**src/rtl/mem_port_arbiter.sv**
```systemverilog
// mem_port_arbiter: shares one SRAM-like memory port between instruction fetch and data requesters,
// one outstanding transaction at a time. Define MEMARB_RR_EN for round-robin arbitration
// instead of fixed data-over-instruction priority.
module mem_port_arbiter #(
    parameter int AW = 32,
    parameter int DW = 32
) (
    input  logic          clk,
    input  logic          rst,
    input  logic          inst_req,
    input  logic [AW-1:0] inst_addr,
    output logic [DW-1:0] inst_rdata,
    output logic          inst_ok,
    input  logic          data_req,
    input  logic          data_wr,
    input  logic [3:0]    data_wen,
    input  logic [AW-1:0] data_addr,
    input  logic [DW-1:0] data_wdata,
    output logic [DW-1:0] data_rdata,
    output logic          data_ok,
    output logic          mem_req,
    output logic          mem_wr,
    output logic [3:0]    mem_wen,
    output logic [AW-1:0] mem_addr,
    output logic [DW-1:0] mem_wdata,
    input  logic          mem_addr_ok,
    input  logic          mem_data_ok,
    input  logic [DW-1:0] mem_rdata,
    output logic          busy
);

    typedef enum logic [1:0] {IDLE, ADDR, DATA, RESP} state_t;

    state_t        state_q, state_d;
    logic          owner_q, owner_d;
    logic          mem_req_q, mem_req_d;
    logic          mem_wr_q, mem_wr_d;
    logic [3:0]    mem_wen_q, mem_wen_d;
    logic [AW-1:0] mem_addr_q, mem_addr_d;
    logic [DW-1:0] mem_wdata_q, mem_wdata_d;
    logic [DW-1:0] inst_rdata_q, inst_rdata_d;
    logic [DW-1:0] data_rdata_q, data_rdata_d;
    logic          inst_ok_q, inst_ok_d;
    logic          data_ok_q, data_ok_d;
    logic          busy_q, busy_d;
    logic          any_req;
    logic          grant_data;

    assign any_req = inst_req | data_req;

`ifdef MEMARB_RR_EN
    logic last_q, last_d;

    // last_q is 1 when data won the most recent grant; a tie goes to the other requester
    assign grant_data = data_req & (~inst_req | ~last_q);
    assign last_d     = (state_q == IDLE && any_req) ? grant_data : last_q;

    // remember the previous winner, starting as if instruction fetch had just won
    always_ff @(posedge clk) begin
        if (rst) last_q <= 1'b0;
        else     last_q <= last_d;
    end
`else
    assign grant_data = data_req;
`endif

    // next-state and registered-output logic for the single-outstanding transaction FSM
    always_comb begin
        state_d      = state_q;
        owner_d      = owner_q;
        mem_req_d    = mem_req_q;
        mem_wr_d     = mem_wr_q;
        mem_wen_d    = mem_wen_q;
        mem_addr_d   = mem_addr_q;
        mem_wdata_d  = mem_wdata_q;
        inst_rdata_d = inst_rdata_q;
        data_rdata_d = data_rdata_q;
        inst_ok_d    = 1'b0;
        data_ok_d    = 1'b0;
        case (state_q)
            IDLE: begin
                if (any_req) begin
                    state_d     = ADDR;
                    owner_d     = grant_data;
                    mem_req_d   = 1'b1;
                    mem_wr_d    = grant_data & data_wr;
                    mem_wen_d   = (grant_data & data_wr) ? data_wen : 4'b0000;
                    mem_addr_d  = grant_data ? data_addr : inst_addr;
                    mem_wdata_d = grant_data ? data_wdata : '0;
                end
            end
            ADDR: begin
                if (mem_addr_ok) begin
                    mem_req_d = 1'b0;
                    state_d   = mem_data_ok ? RESP : DATA;
                end
            end
            DATA: begin
                if (mem_data_ok) state_d = RESP;
            end
            default: state_d = IDLE;
        endcase
        if (state_d == RESP) begin
            inst_ok_d    = ~owner_q;
            data_ok_d    = owner_q;
            inst_rdata_d = owner_q ? inst_rdata_q : mem_rdata;
            data_rdata_d = owner_q ? mem_rdata : data_rdata_q;
        end
        busy_d = (state_d != IDLE);
    end

    // state and output registers; reset abandons any transaction in flight
    always_ff @(posedge clk) begin
        if (rst) begin
            state_q      <= IDLE;
            owner_q      <= 1'b0;
            mem_req_q    <= 1'b0;
            mem_wr_q     <= 1'b0;
            mem_wen_q    <= 4'b0000;
            mem_addr_q   <= '0;
            mem_wdata_q  <= '0;
            inst_rdata_q <= '0;
            data_rdata_q <= '0;
            inst_ok_q    <= 1'b0;
            data_ok_q    <= 1'b0;
            busy_q       <= 1'b0;
        end else begin
            state_q      <= state_d;
            owner_q      <= owner_d;
            mem_req_q    <= mem_req_d;
            mem_wr_q     <= mem_wr_d;
            mem_wen_q    <= mem_wen_d;
            mem_addr_q   <= mem_addr_d;
            mem_wdata_q  <= mem_wdata_d;
            inst_rdata_q <= inst_rdata_d;
            data_rdata_q <= data_rdata_d;
            inst_ok_q    <= inst_ok_d;
            data_ok_q    <= data_ok_d;
            busy_q       <= busy_d;
        end
    end

    assign mem_req    = mem_req_q;
    assign mem_wr     = mem_wr_q;
    assign mem_wen    = mem_wen_q;
    assign mem_addr   = mem_addr_q;
    assign mem_wdata  = mem_wdata_q;
    assign inst_rdata = inst_rdata_q;
    assign data_rdata = data_rdata_q;
    assign inst_ok    = inst_ok_q;
    assign data_ok    = data_ok_q;
    assign busy       = busy_q;

endmodule
```
**config.mk**
```make
export PLATFORM = sky130hd
export DESIGN_NAME = mem_port_arbiter
export DESIGN_NICKNAME = d
export VERILOG_FILES = /design/src/rtl/mem_port_arbiter.sv
export SDC_FILE = /design/constraint.sdc
export NUM_CORES = 1
export LEC_CHECK = 0
export ABC_AREA = 1
export ABC_CLOCK_PERIOD_IN_PS = 3100
export CORE_ASPECT_RATIO = 1.1
export CORE_MARGIN = 4
export CORE_UTILIZATION = 45
export DETAILED_ROUTE_END_ITERATION = 8
export PLACE_DENSITY = 0.92
export SLEW_MARGIN = 25
export SYNTH_ARGS = -nofsm -noshare
export SYNTH_HDL_FRONTEND = slang
export SYNTH_SLANG_ARGS = --single-unit
```
**constraint.sdc**
```tcl
create_clock -name clk -period 3.1 [get_ports clk]
set_input_delay 0.62 -clock clk [delete_from_list [all_inputs] [get_ports clk]]
set_output_delay 0.62 -clock clk [all_outputs]
set_load 0.02 [all_outputs]
```
==> run metrics <==
f_max=0.474 GHz; sequential fraction of the synthesis area=45.9%; Placement Cell Area=8880 µm²; fin area=9450 µm²; most area-hungry cell type in the Yosys netlist=dfxtp_1; post-route ant nets=0; min-delay src=mem_wr; critical path type=reg2reg; non-filler cells, final=1,299; most common cell in the netlist=nand2_1; max-slew headroom at the worst pin=43.7%; DP HPWL=13,500 µm; CTS Hold Bufs=0; routed vias/inst=4.83; PD cells=562 nW/µm²; Reg2Reg Depth=6; clk sinks=140; outcome=completed; Placeable Area=13,300 µm²; Rows=44; R2R Path End=inst_rdata[17]; placed insts=1,266; post-CTS sizing=0; CTS tree=built; initial antenna violation count=0; # DRC=0; Post-CTS Setup Bufs=0; CP most frequent cell=inv_1; syn_area_per_cell=7.16 µm²; syn_nets=992; Hold EP=mem_wr; clk buf depth=2; R2R Setup Slk=0.99 ns; RSZ-0062 raised after global routing=false; final core occ=71.2%; RR Startpoint=owner_q; synthesis-to-finish area growth=54.8%; CTS Root Cell=clkbuf_16; CP endpoint kind=register; critical path's slowest cell=nand3_2; synthesized area=6100 µm²; Hold Crit Depth=2; Initial Util=46.0%; CP required=3.45 ns; Slowest Stage Delay on Critical Path=0.65 ns; final wirelength=18,600 µm; post-route setup slack=0.988 ns; cts bufs inserted=17; setup TNS=0 ns; Synth Instances=853; CP arrival=2.46 ns; Slew @ Worst Pin=0.844 ns; layout cell share with drive strength beyond 1=4.67%; post-layout net count=1,240; vias=6,278; Synth cell types=22; Die Y=130 µm; H-tree depth=4; clk slew on worst S/H paths=0.06 ns; Post-synth top cells=nand2_1, inv_1, dfxtp_1, a21oi_1, nor2_1; critical path cell sequence=inv_1 > buf_4 > nand3_2 > nand2_1 > inv_1 > nor2_1; PortBufs=275; Area contributors post-synth=dfxtp_1, nand2_1, inv_1; gr ovfl total=0; total number of yosys warnings=0; Final Critical Period=2.11 ns; io pins=276; Die Width=119 µm; first-pass GRT wire length=29,200 µm; Pleak=4.14 nW; Worst Path Max Fanout=33; 1st-iter DRT viols=542; Fin. Hold Viols=0; total track usage=23.7%; First-pass DRT Iterations=6; dpl ws=0.629 ns; full die area=15,500 µm²; maxcap violations=0; vias in the first global route=5,897; pin count of the biggest net entering global routing=65; max-slew violations=0; endpoints failing setup=0; Max IR drop VDD=0.389 mV; clk_lat worst skew=0.41 ns; crit start category=register; Worst Hold Class=reg2reg; Routability Congestion=0.847; Post-synth ARST share=0%; final setup skew=0.00692 ns; Synth top area share=45.9%; post-synthesis register bit count=140; Most used DFF post-synth=dfxtp_1; drt wl/cell=14.3 µm; period utilization=68.1%; Post-synth EDFFs=0
-- sequential cells by signal, summed over array words and instances (netlist names) --
name	count
mem_wr	1
mem_wdata	32
inst_ok	1
data_rdata	32
mem_req	1
owner_q	1
data_ok	1
busy	1
state_q	2
mem_addr	32
mem_wen	4
inst_rdata	32
-- cell families (layout without fill, tap and decap cells) --
kind of cell           count (synthesis)  after routing  share of synthesized area (%)
other                                  0              1                              0
AO/OA/AOI/OAI                        107            107                           9.00
buffers and inverters                227            488                           15.5
multiplexers                          32             32                           5.25
AND/OR/NAND/NOR                      347            347                           24.3
flip-flops                           140            140                           45.9
-- cell type report --
class                           instances  area [µm²]
Fill cell                             991        3820
Clock inverter                          6        58.8
Inverter                              168         631
Tap cell                              184         230
Antenna cell                            1        2.50
Multi-Input combinational cell        486        2350
Sequential cell                       140        2800
Clock buffer                           26         509
Timing Repair Buffer                  288        2860
-- critical path, delay by kind of cell (launching register included) --
| kind | cells | cell delay (ns) |
|---|---|---|
| DFF | 1 | 0.52 |
| and+or+nand+nor | 3 | 0.99 |
| buffers and inverters | 3 | 0.53 |
-- worst max path at each step --
stage                start              to  slack, ns  cells past startpoint
3_3_place_gp   mem_addr_ok  inst_rdata[17]       0.71                      8
4_1_cts            owner_q  inst_rdata[17]       0.99                      6
3_5_place_dp   mem_addr_ok   data_rdata[8]       0.63                      8
5_1_grt            owner_q  inst_rdata[17]       0.72                      6
2_1_floorplan     data_req  data_rdata[22]       1.50                      8
6_report           owner_q  inst_rdata[17]       0.99                      6
-- power by group --
group / switching (mW) / total (mW) / internal [mW]
registers: 0.0937 / 2.06 / 1.96
clock network: 0.720 / 1.93 / 1.21
logic: 0.727 / 1.33 / 0.598
total: 1.54 / 5.31 / 3.77
-- metrics by stage --
step	power, mW	hold WS, ns
final	5.31	0.461
after global routing	5.57	0.476
after CTS	5.35	0.464
after detailed placement	3.42	0.455
after global placement	3.39	0.451
after floorplan	2.83	0.526
-- routing by layer --
metal	GRT usage (%)	routed length, µm	part of all wire, %
met5	0	0	0
met3	7.46	1500	8.1
met2	41.8	9300	50
met4	11.6	619	3.3
met1	25.9	7140	38
-- layout by cell type (no fill, tap or decap), drive strengths merged, types with 26 or more instances in the layout --
| cell | Yosys | routed |
|---|---|---|
| mux2i | 32 | 32 |
| clkbuf | 18 | 26 |
| clkdlybuf4s50 | 0 | 274 |
| o21ai | 33 | 33 |
| inv | 167 | 167 |
| dfxtp | 140 | 140 |
| nand2 | 210 | 210 |
| nor2 | 70 | 70 |
| a21oi | 73 | 73 |
| nand4 | 64 | 64 |
(Power assumes the default switching activity.)
